**config.mk**
```make
export PLATFORM = sky130hd
export DESIGN_NAME = vga_scanout
export DESIGN_NICKNAME = d
export VERILOG_FILES = /design/src/rtl/vga_scanout.sv
export SDC_FILE = /design/constraint.sdc
export NUM_CORES = 1
export LEC_CHECK = 0
export BUFFER_PORTS_ARGS = -buffer_cell sky130_fd_sc_hd__buf_2
export CELL_PAD_IN_SITES_DETAIL_PLACEMENT = 0
export CELL_PAD_IN_SITES_GLOBAL_PLACEMENT = 1
export CORE_AREA = 2 2 71 100
export CTS_BUF_LIST = sky130_fd_sc_hd__clkbuf_2
export CTS_CLUSTER_SIZE = 14
export DETAILED_ROUTE_END_ITERATION = 10
export DIE_AREA = 0 0 73 102
export HOLD_SLACK_MARGIN = 0.06
export PLACE_DENSITY = 0.8
export SLEW_MARGIN = 10
export SYNTH_ARGS = -nofsm -noshare
export SYNTH_HDL_FRONTEND = slang
export SYNTH_SLANG_ARGS = --single-unit
```
**constraint.sdc**
```tcl
create_clock -name Clk -period 3.3 [get_ports Clk]
set_input_delay 0.165 -clock Clk [delete_from_list [all_inputs] [get_ports Clk]]
set_output_delay 0.165 -clock Clk [all_outputs]
set_load 0.01 [all_outputs]
```
**src/rtl/vga_scanout.sv**
```systemverilog
// vga_scanout: 640x480@60 VGA timing with 2x2 pixel doubling from a 320x240 framebuffer.
// Latency: pins lag the counters by one pixel period (2 Clk); fb_color is consumed 1 Clk after fb_coords.
// Backpressure: none; free-running raster, and the framebuffer read port must answer in exactly 1 Clk.
//
// Ports:
//   Clk, Reset           50 MHz system clock, synchronous active-high reset
//   fb_coords / fb_color framebuffer read port (coordinates out, palette index back one Clk later)
//   new_frame            one-Clk pulse when the raster enters vertical blanking
//   vga_clk, hsync, vsync, blank_n, red, green, blue  VGA DAC pins

package vga_scanout_pkg;
  typedef struct packed {
    logic [8:0] x;
    logic [7:0] y;
  } screen_xy_t;

  typedef logic [2:0] palcolor_t;
endpackage

module vga_scanout #(
  parameter int H_VISIBLE = 640,
  parameter int H_FRONT   = 16,
  parameter int H_SYNC    = 96,
  parameter int H_BACK    = 48,
  parameter int V_VISIBLE = 480,
  parameter int V_FRONT   = 10,
  parameter int V_SYNC    = 2,
  parameter int V_BACK    = 33
) (
  input  logic                         Clk,
  input  logic                         Reset,
  output vga_scanout_pkg::screen_xy_t  fb_coords,
  input  vga_scanout_pkg::palcolor_t   fb_color,
  output logic                         new_frame,
  output logic                         vga_clk,
  output logic                         hsync,
  output logic                         vsync,
  output logic                         blank_n,
  output logic [3:0]                   red,
  output logic [3:0]                   green,
  output logic [3:0]                   blue
);

  localparam int H_TOTAL = H_VISIBLE + H_FRONT + H_SYNC + H_BACK;
  localparam int V_TOTAL = V_VISIBLE + V_FRONT + V_SYNC + V_BACK;
  localparam int HW      = $clog2(H_TOTAL);
  localparam int VW      = $clog2(V_TOTAL);

  localparam logic [HW-1:0] H_LAST   = HW'(H_TOTAL - 1);
  localparam logic [HW-1:0] H_ACT    = HW'(H_VISIBLE);
  localparam logic [HW-1:0] HS_FIRST = HW'(H_VISIBLE + H_FRONT);
  localparam logic [HW-1:0] HS_LAST  = HW'(H_VISIBLE + H_FRONT + H_SYNC - 1);
  localparam logic [VW-1:0] V_LAST   = VW'(V_TOTAL - 1);
  localparam logic [VW-1:0] V_ACT    = VW'(V_VISIBLE);
  localparam logic [VW-1:0] VS_FIRST = VW'(V_VISIBLE + V_FRONT);
  localparam logic [VW-1:0] VS_LAST  = VW'(V_VISIBLE + V_FRONT + V_SYNC - 1);

  logic                        phase;
  logic                        tick;
  logic [HW-1:0]               hc;
  logic [VW-1:0]               vc;
  logic [HW-1:0]               hc_adv;
  logic [VW-1:0]               vc_adv;
  vga_scanout_pkg::screen_xy_t coords_adv;
  logic                        active;
  logic                        hs_raw;
  logic                        vs_raw;
  logic                        frame_hit;

  // Stage 1: decode of the counter value whose framebuffer read is in flight.
  logic                        s1_active;
  logic                        s1_hs;
  logic                        s1_vs;

  assign tick    = phase;
  assign vga_clk = phase;

  always_comb begin
    hc_adv = hc + 1'b1;
    vc_adv = vc;
    if (hc == H_LAST) begin
      hc_adv = '0;
      vc_adv = (vc == V_LAST) ? '0 : vc + 1'b1;
    end

    // Coordinates are derived from the value the counters are about to take,
    // so the read is issued in the same tick the counters move.
    coords_adv   = '0;
    coords_adv.x = (hc_adv < H_ACT) ? 9'(hc_adv >> 1) : 9'd0;
    coords_adv.y = (vc_adv < V_ACT) ? 8'(vc_adv >> 1) : 8'd0;

    active    = (hc < H_ACT) && (vc < V_ACT);
    hs_raw    = !((hc >= HS_FIRST) && (hc <= HS_LAST));
    vs_raw    = !((vc >= VS_FIRST) && (vc <= VS_LAST));
    frame_hit = (hc_adv == '0) && (vc_adv == V_ACT);
  end

  always_ff @(posedge Clk) begin
    if (Reset) begin
      phase     <= 1'b0;
      hc        <= '0;
      vc        <= '0;
      fb_coords <= '0;
      new_frame <= 1'b0;
      s1_active <= 1'b0;
      s1_hs     <= 1'b1;
      s1_vs     <= 1'b1;
      hsync     <= 1'b1;
      vsync     <= 1'b1;
      blank_n   <= 1'b0;
      red       <= 4'h0;
      green     <= 4'h0;
      blue      <= 4'h0;
    end else begin
      phase     <= ~phase;
      new_frame <= tick && frame_hit;
      if (tick) begin
        hc        <= hc_adv;
        vc        <= vc_adv;
        fb_coords <= coords_adv;
        // Stage 2: fb_color now holds the read for the stage-1 counter value.
        hsync     <= s1_hs;
        vsync     <= s1_vs;
        blank_n   <= s1_active;
        red       <= s1_active ? {4{fb_color[2]}} : 4'h0;
        green     <= s1_active ? {4{fb_color[1]}} : 4'h0;
        blue      <= s1_active ? {4{fb_color[0]}} : 4'h0;
      end else begin
        s1_active <= active;
        s1_hs     <= hs_raw;
        s1_vs     <= vs_raw;
      end
    end
  end

endmodule

```
==> metrics, run 1 <==
status=complete, no violations; most frequent cells in the layout=dfxtp_1 (48), buf_2 (38), nor2_1 (30), nand2_1 (29); Post-Synth Simple-Gate Area=27.87%; crit-path max FO=9; leakage power=0.001123 µW; CTS tree=yes; synthesized flop and latch total=48; RSZ-0062 raised after global routing=false; Synth Area in XOR/XNOR=6.833%; post-CTS sizing=0; Worst Clk Skew=0.02280 ns; vias per inst=5.477; Final Hold Vio Count=0; die area=0.007446 mm²; peak supply drop=0.3388 mV; final wirelength=6013 µm; clock sink count=48; Top Ports=39; via count=2180; Mapped Cells=300; DR pass1 iterations=6; max cap viols=0; Die Ht=102 µm; Crit path depth=7; post-synthesis mux area share=0.8297%; period utilization=85.80%; CP Launch Type=flop; hold path cells=2; Worst Path Required=3.65 ns; postcts setup bufs=0; CP Class=reg2reg; Async SR Flop Fraction=0%; slowest stage cell, crit path=or4b_1; commonest non-fill, non-tap cell in the layout=dfxtp_1; final setup violation count=0; worst path bufs/invs=0; layout cell share with drive strength beyond 1=18.83%; CTS Hold Buffers Added=3; GRT Resource Usage Total=16.88%; number of flops mapped to enable cells by yosys=0; first-pass GRT wire length=9908 µm; Net Sw Frac=24.46%; Initial Utilization=39.29%; Layout area overhead=9.078%; IO Port Bufs=38; largest stage delay on the critical path=0.68 ns; delay-heaviest family, CP=simple AND/OR/NAND/NOR gates; Net Sw Power=238.5 µW; gp weighted congestion=0.9262; grt ovf=0; CTS clk-pin slew, worst paths=0.27 ns; Crit. End Element=flop; Post-Synth Adder-Cell Area=1.952%; Yosys warnings=0; setup TNS=0 ns; Iter 0 DRT Violations=91; layout net count=332; Compound-Gate Fraction of Synth Area=16.64%; relative slew slack=54.69%; Clock power frac=33.1%; Clock Latency Late Sink=0.43 ns; worst slew pin tran=0.6752 ns; Cell Area, Synth=0.002564 mm²; Post-Syn Area per Cell=8.546 µm²; Seq pwr share=61.0%; critical path cell sequence=ha_1, nand3_4, nor4_4, nand4_1, xor2_1, or4b_1, a32o_1; core area=0.006525 mm²; largest family of logic cells by synthesized area=simple AND/OR/NAND/NOR gates; Final Max Slew Viols=0; P_int=736.4 µW; vias in the first global route=2041; Worst EP arrival=3.18 ns; Logic pwr share=5.9%; Seq/Total Area, Yosys=37.48%; initial antenna violation count=0; Fin Hold WS=0.1210 ns; Avg WL per Cell=15.11 µm; Mapped Nets=309; Hold Path Class=in2reg; Post-DP HPWL=4400 µm; Primary FF master, synth=dfxtp_1; Netlist cell types=49; DRC viols=0; Post-DRT Antenna Nets=0; Max Freq=353.2 MHz; Antenna Cells=0; TritonCTS buffer count=5; pwr dens=348.6 mW/mm²; reg2reg path depth=7; DIE WIDTH=73 µm; clock root cell=clkbuf_2; Rows=35; htree depth=2; Final min period=2.831 ns; Clock Path Buffers=2; pin count of the biggest net entering global routing=33
## layer usage
layer  wire [µm]  track usage (%)  share of wire, %  vias up
met5           0                0                 0        -
met4          82            5.698               1.4        0
met3         126            2.761               2.1        8
met2        3171            29.73                53       30
met1        2633            20.57                44     1045
li1            -                -                 -     1097
## state kept, by name (all words and copies together), names as in the netlist
signal / cells
fb_coords: 17
s1_vs: 1
vsync: 1
vga_clk: 1
blue: 1
s1_hs: 1
hsync: 1
red: 1
blank_n: 1
s1_active: 1
new_frame: 1
vc: 10
green: 1
hc: 10
## metrics by stage
stage / setup slack (ns) / util (%) / instances / total power (µW) / instance area (µm²)
after detailed placement: 0.5069 / 41.36 / 387 / 660.6 / 2699
after global placement: 0.5794 / 41.36 / 387 / 659.2 / 2699
final: 0.4686 / 42.86 / 398 / 974.9 / 2796
after CTS: 0.4551 / 42.86 / 398 / 985.2 / 2796
after floorplan: 0.8548 / - / 300 / 643.5 / 2564
after global routing: 0.2480 / 42.86 / 398 / 1019 / 2796
## layout make-up
| class | count | area (µm²) |
|---|---|---|
| Sequential cell | 48 | 960.9 |
| Multi-Input combinational cell | 215 | 1388 |
| Clock buffer | 5 | 25.02 |
| Fill cell | 677 | 3729 |
| Timing Repair Buffer | 47 | 265.3 |
| Tap cell | 74 | 92.59 |
| Inverter | 6 | 22.52 |
| Clock inverter | 3 | 42.54 |
## power groups by stage
stage	registers (µW)	clock network [µW]	logic [µW]
detailed placement	605	0	55.2
CTS	595	332	58.0
global route	597	358	63.7
global placement	605	0	54.6
floorplan	606	0	37.0
finish	595	323	57.0
## worst paths after layout
path | start | end | slack, ns
hold / removal | Reset | hc[1] | 0.12
hold reg to reg | fb_coords[13] | fb_coords[13] | 0.47
setup / recovery | hc[1] | fb_coords[6] | 0.47
setup reg to reg | hc[1] | fb_coords[6] | 0.47
## cells by family (layout without fill, tap and decap cells)
group / Yosys count / count (layout)
flip-flops: 48 / 48
adder cells (fa/ha/maj): 4 / 4
AO/OA/AOI/OAI: 63 / 63
AND/OR/NAND/NOR: 126 / 126
buffers and inverters: 37 / 61
multiplexers: 2 / 2
XOR/XNOR: 20 / 20
## cells in the mapped netlist (all sizes together), types with 2 or more instances
cell type | count | area [µm²]
nand4b | 2 | 32.53
buf | 19 | 147.6
nand3 | 19 | 120.1
nor2 | 30 | 112.6
nand2b | 7 | 43.79
and3 | 2 | 13.77
or3 | 2 | 12.51
and4 | 2 | 17.52
nor4 | 7 | 71.31
or4 | 3 | 22.52
o21bai | 4 | 30.03
nand4 | 5 | 31.28
ha | 4 | 50.05
clkbuf | 12 | 45.04
nand4bb | 2 | 22.52
xnor2 | 8 | 70.07
a21oi | 15 | 75.07
a22o | 2 | 17.52
xor2 | 12 | 105.1
a21o | 6 | 45.04
inv | 6 | 22.52
a32o | 10 | 100.1
nand2 | 29 | 108.9
nand3b | 2 | 15.01
dfxtp | 48 | 960.9
nor3b | 2 | 15.01
o21ai | 19 | 95.09
nor2b | 3 | 18.77
nor3 | 6 | 30.03
Power figures use the tool's default switching activity.
==> run 2: changes to the inputs <==
--- a/config.mk
+++ b/config.mk
@@ -8,13 +8,14 @@
 export BUFFER_PORTS_ARGS = -buffer_cell sky130_fd_sc_hd__buf_2
 export CELL_PAD_IN_SITES_DETAIL_PLACEMENT = 0
 export CELL_PAD_IN_SITES_GLOBAL_PLACEMENT = 1
-export CORE_AREA = 2 2 71 100
+export CORE_AREA = 2 2 84 78
 export CTS_BUF_LIST = sky130_fd_sc_hd__clkbuf_2
 export CTS_CLUSTER_SIZE = 14
 export DETAILED_ROUTE_END_ITERATION = 10
-export DIE_AREA = 0 0 73 102
+export DIE_AREA = 0 0 86 80
 export HOLD_SLACK_MARGIN = 0.06
-export PLACE_DENSITY = 0.8
+export PLACE_DENSITY = 0.86
+export SETUP_SLACK_MARGIN = 0.15
 export SLEW_MARGIN = 10
 export SYNTH_ARGS = -nofsm -noshare
 export SYNTH_HDL_FRONTEND = slang
==> run 2 against run 1 <==
  * Clock skew down 0.0036 ns
  * Power down 0.82%
  * Worst setup slack better by 0.020 ns
  * First-iteration DRC count up 45%
  * Non-clock buffer count unchanged
  * Final area down 0.18%
  * Sequential power about the same
  * Fmax up 0.73%
==> metrics, run 2 (same netlist as run 1, synthesis figures left out) <==
layout cell share with drive strength beyond 1=19.14%; status=complete, no violations; CP Launch Type=flop; Layout area overhead=8.882%; vias in the first global route=1922; clock root cell=clkbuf_2; most frequent cells in the layout=dfxtp_1 (48), buf_2 (38), nor2_1 (30), nand2_1 (29); critical path cell sequence=ha_1, nand3_4, nor4_2, nand2_1, xnor2_1, or4b_1, a32o_1; Final min period=2.811 ns; Final Max Slew Viols=0; Logic pwr share=6.2%; Final Hold Vio Count=0; CTS tree=yes; vias per inst=5.568; Clock power frac=32.4%; final setup violation count=0; Hold Path Class=in2reg; slowest stage cell, crit path=or4b_1; grt ovf=0; Post-DRT Antenna Nets=0; CTS Hold Buffers Added=3; gp weighted congestion=0.8531; TritonCTS buffer count=5; RSZ-0062 raised after global routing=false; period utilization=85.18%; postcts setup bufs=0; final cell count without fillers=396; layout net count=332; Avg WL per Cell=14.64 µm; die area=0.006880 mm²; first-pass GRT wire length=9494 µm; Die Ht=80 µm; initial antenna violation count=0; Iter 0 DRT Violations=132; max cap viols=0; htree depth=2; Post-DP HPWL=4141 µm; placed cells=385; post-CTS sizing=0; worst path bufs/invs=0; crit-path max FO=9; delay-heaviest family, CP=simple AND/OR/NAND/NOR gates; final wirelength=5797 µm; clock sink count=48; Largest register FFs=17; relative slew slack=56.25%; Worst Path Required=3.64 ns; Top reg by flops=fb_coords; post-layout utilization of the core=46.68%; pwr dens=346.4 mW/mm²; GRT Resource Usage Total=17.56%; pin count of the biggest net entering global routing=34; Fin Hold WS=0.1571 ns; Net Sw Frac=23.47%; Crit. End Element=flop; Worst Clk Skew=0.01918 ns; Net Sw Power=226.9 µW; DR pass1 iterations=4; Initial Utilization=42.88%; core area=0.005979 mm²; commonest non-fill, non-tap cell in the layout=dfxtp_1; top flop regs=fb_coords (17), hc (10), vc (10); leakage power=0.001124 µW; IO Port Bufs=38; CP Class=reg2reg; P_int=740.0 µW; Rows=27; DRC viols=0; Seq pwr share=61.4%; Clock Path Buffers=2; Worst EP arrival=3.16 ns; Antenna Cells=0; DIE WIDTH=86 µm; Top Ports=39; Max Freq=355.8 MHz; Clock Latency Late Sink=0.42 ns; largest stage delay on the critical path=0.65 ns; via count=2205; CTS clk-pin slew, worst paths=0.23 ns; worst slew pin tran=0.6519 ns; setup TNS=0 ns; peak supply drop=0.1483 mV
run 2: cell count changes in the layout (fill, tap and decap cells not counted):
cell | before | now
clkbuf_2 | 5 | 6
clkinv_1 | 1 | 0
clkinv_2 | 0 | 1
clkinv_4 | 1 | 0
run 2: worst register-to-register path: cells and delay by family, from the launching register on:
family,cells,cell delay [ns]
simple gates,4,1.34
flops,1,0.48
fa+ha+maj,1,0.43
compound gates,1,0.30
xor+xnor,1,0.20
run 2: layout make-up:
cell class | instances | area (µm²)
clock inverter | 2 | 35.03
multi-input combinational | 215 | 1388
tap | 72 | 90.09
inverter | 6 | 22.52
timing repair buffer | 47 | 265.3
sequential | 48 | 960.9
clock buffer | 6 | 30.03
fill | 608 | 3188
run 2: worst paths after layout:
check | start | to | slack [ns] | cells past startpoint
hold reg to reg | fb_coords[9] | fb_coords[9] | 0.47 | 2
setup reg to reg | hc[1] | fb_coords[5] | 0.49 | 7
hold / removal | Reset | green[2] | 0.16 | 3
setup / recovery | hc[1] | fb_coords[5] | 0.49 | 7
run 2: routing by layer:
metal	vias up	GRT usage (%)	share of wire, %
met2	58	26.90	46
met4	0	5.873	1.4
li1	1100	-	-
met5	-	0	0
met3	8	3.826	4.2
met1	1039	24.32	49
run 2: through the flow:
step	worst slack [ns]	area, µm²	total power, µW
final	0.4890	2791	966.9
after detailed placement	0.5220	2696	662.8
after CTS	0.5124	2791	976.5
after global placement	0.6188	2696	662.0
after floorplan	0.8548	2564	643.5
after global routing	0.3284	2791	1010
run 2: power groups by stage:
| stage | Clock, µW | Combinational [µW] | Sequential [µW] |
|---|---|---|---|
| after floorplan | 0 | 37.0 | 606 |
| after global placement | 0 | 57.4 | 605 |
| after detailed placement | 0 | 57.7 | 605 |
| after CTS | 321 | 60.8 | 594 |
| after global routing | 347 | 67.0 | 596 |
| final | 313 | 59.8 | 594 |
==> run 3: changes to the inputs <==
--- a/config.mk
+++ b/config.mk
@@ -8,13 +8,13 @@
 export BUFFER_PORTS_ARGS = -buffer_cell sky130_fd_sc_hd__buf_2
 export CELL_PAD_IN_SITES_DETAIL_PLACEMENT = 0
 export CELL_PAD_IN_SITES_GLOBAL_PLACEMENT = 1
-export CORE_AREA = 2 2 84 78
+export CORE_AREA = 2 2 88 81
 export CTS_BUF_LIST = sky130_fd_sc_hd__clkbuf_2
 export CTS_CLUSTER_SIZE = 14
 export DETAILED_ROUTE_END_ITERATION = 10
-export DIE_AREA = 0 0 86 80
+export DIE_AREA = 0 0 90 83
 export HOLD_SLACK_MARGIN = 0.06
-export PLACE_DENSITY = 0.86
+export PLACE_DENSITY = 0.83
 export SETUP_SLACK_MARGIN = 0.15
 export SLEW_MARGIN = 10
 export SYNTH_ARGS = -nofsm -noshare
==> constraint.sdc (replaced) <==
create_clock -name Clk -period 2.5 [get_ports Clk]
set_input_delay 0.125 -clock Clk [delete_from_list [all_inputs] [get_ports Clk]]
set_output_delay 0.125 -clock Clk [all_outputs]
set_load 0.01 [all_outputs]
==> run 3 against run 2 <==
  * Highest routed layer unchanged
  * Critical path type unchanged
  * Clock power up 65%
  * Core utilization shrank 0.14 points
  * Die area increased by 8.6%
  * Sequential share of layout area decreased by 2.5 points
==> metrics, run 3 (same netlist as run 1, synthesis figures left out) <==
status=complete, no violations; critical path cell sequence=nand4b_4, nor4_4, buf_4, nand3_4, xor2_1, or4_1, a32o_1; Crit. End Element=flop; vias per inst=5.262; pin count of the biggest net entering global routing=33; worst slew pin tran=0.4566 ns; relative slew slack=69.56%; Layout area overhead=18.30%; top flop regs=fb_coords (17), hc (10), vc (10); Clock Path Buffers=2; Post-DRT Antenna Nets=0; Rows=28; CP Launch Type=flop; max cap viols=0; IO Port Bufs=38; Final min period=2.269 ns; slowest stage cell, crit path=or4_1; Top Ports=39; core area=0.006516 mm²; Worst Setup SP=hc[8]; clock root cell=clkbuf_2; Max Freq=440.6 MHz; period utilization=90.78%; Logic pwr share=6.2%; Antenna Cells=0; die area=0.007470 mm²; CTS clk-pin slew, worst paths=0.25 ns; final wirelength=6183 µm; gp weighted congestion=0.8773; DRC viols=0; Final WS setup=0.2306 ns; Final Hold Vio Count=0; clock sink count=48; P_int=1073 µW; Clock Latency Late Sink=0.43 ns; Initial Utilization=39.34%; CP Class=reg2reg; Hold Path Class=in2reg; htree depth=2; Worst Clk Skew=0.01676 ns; Net Sw Power=314.1 µW; Final Max Slew Viols=0; Top reg by flops=fb_coords; most frequent cells in the layout=dfxtp_1 (41), buf_2 (38), nor2_1 (30), nand2_1 (29), buf_4 (28); via count=2289; Seq pwr share=56.5%; peak supply drop=0.1888 mV; initial antenna violation count=0; pwr dens=457.2 mW/mm²; largest stage delay on the critical path=0.60 ns; layout net count=354; Post-DP HPWL=4391 µm; Largest register FFs=17; layout cell share with drive strength beyond 1=26.67%; final setup violation count=0; RSZ-0062 raised after global routing=false; Avg WL per Cell=14.21 µm; vias in the first global route=2062; TritonCTS buffer count=5; CTS tree=yes; dpl ws=0.08118 ns; Worst Min Path Start=Reset; Clock power frac=37.3%; DR pass1 iterations=4; commonest non-fill, non-tap cell in the layout=dfxtp_1; grt ovf=0; Fin Hold WS=0.1037 ns; DIE WIDTH=90 µm; crit-path max FO=5; setup TNS=0 ns; Iter 0 DRT Violations=172; GRT Resource Usage Total=16.63%; first-pass GRT wire length=10230 µm; Die Ht=83 µm; leakage power=0.001265 µW; Worst EP arrival=2.62 ns; Worst Path Required=2.85 ns; Net Sw Frac=22.65%; reg2reg start=hc[8]
-- run 3: worst paths after layout --
path / cells after the start / to / slack [ns]
setup / recovery: 7 / fb_coords[4] / 0.23
hold / removal: 2 / vc[1] / 0.10
setup reg to reg: 7 / fb_coords[4] / 0.23
hold reg to reg: 2 / fb_coords[9] / 0.47
-- run 3: cell type report --
| type | instances | area [µm²] |
|---|---|---|
| well taps | 90 | 112.6 |
| repair buffers | 69 | 430.4 |
| clock buffers | 5 | 25.02 |
| fillers | 639 | 3483 |
| flip-flops and latches | 48 | 969.7 |
| clock inverters | 2 | 60.06 |
| multi-input cells | 215 | 1413 |
| inverters | 6 | 22.52 |
-- run 3: worst max-delay path, delay by kind of cell, from the launching register on --
| family | cells | cell delay, ns |
|---|---|---|
| flops | 1 | 0.43 |
| xor+xnor | 1 | 0.17 |
| simple gates | 4 | 1.16 |
| buf+inv | 1 | 0.18 |
| compound gates | 1 | 0.27 |
-- run 3: what timing repair did --
action	CTS	global route
buffers inserted	1	2
setup endpoints to repair	7	9
hold endpoints to repair	3	0
pin swaps	1	3
hold buffers	3	0
resized for setup	1	8
-- run 3: per-stage QoR --
stage	instance area, µm²	power, µW	std cells	utilization, %
floorplan	2566	849.9	300	-
global placement	2864	878.0	422	43.95
detailed placement	2864	878.7	422	43.95
CTS	2990	1387	433	45.89
global route	3033	1436	435	46.54
finish	3033	1387	435	46.54
-- run 3: routing by layer --
| metal | wire (µm) | track usage [%] | share of wire [%] |
|---|---|---|---|
| met3 | 316 | 3.448 | 5.1 |
| met1 | 3002 | 23.46 | 49 |
| met5 | 0 | 0 | 0 |
| met4 | 112 | 5.455 | 1.8 |
| met2 | 2752 | 25.36 | 45 |
-- run 3: power groups by stage --
stage               registers [µW]  logic [µW]  clock network [µW]
floorplan                      801        48.9                   0
global placement               796        82.1                   0
detailed placement             796        82.5                   0
CTS                            782        86.7                 518
global route                   785        94.5                 556
finish                         783        86.5                 517
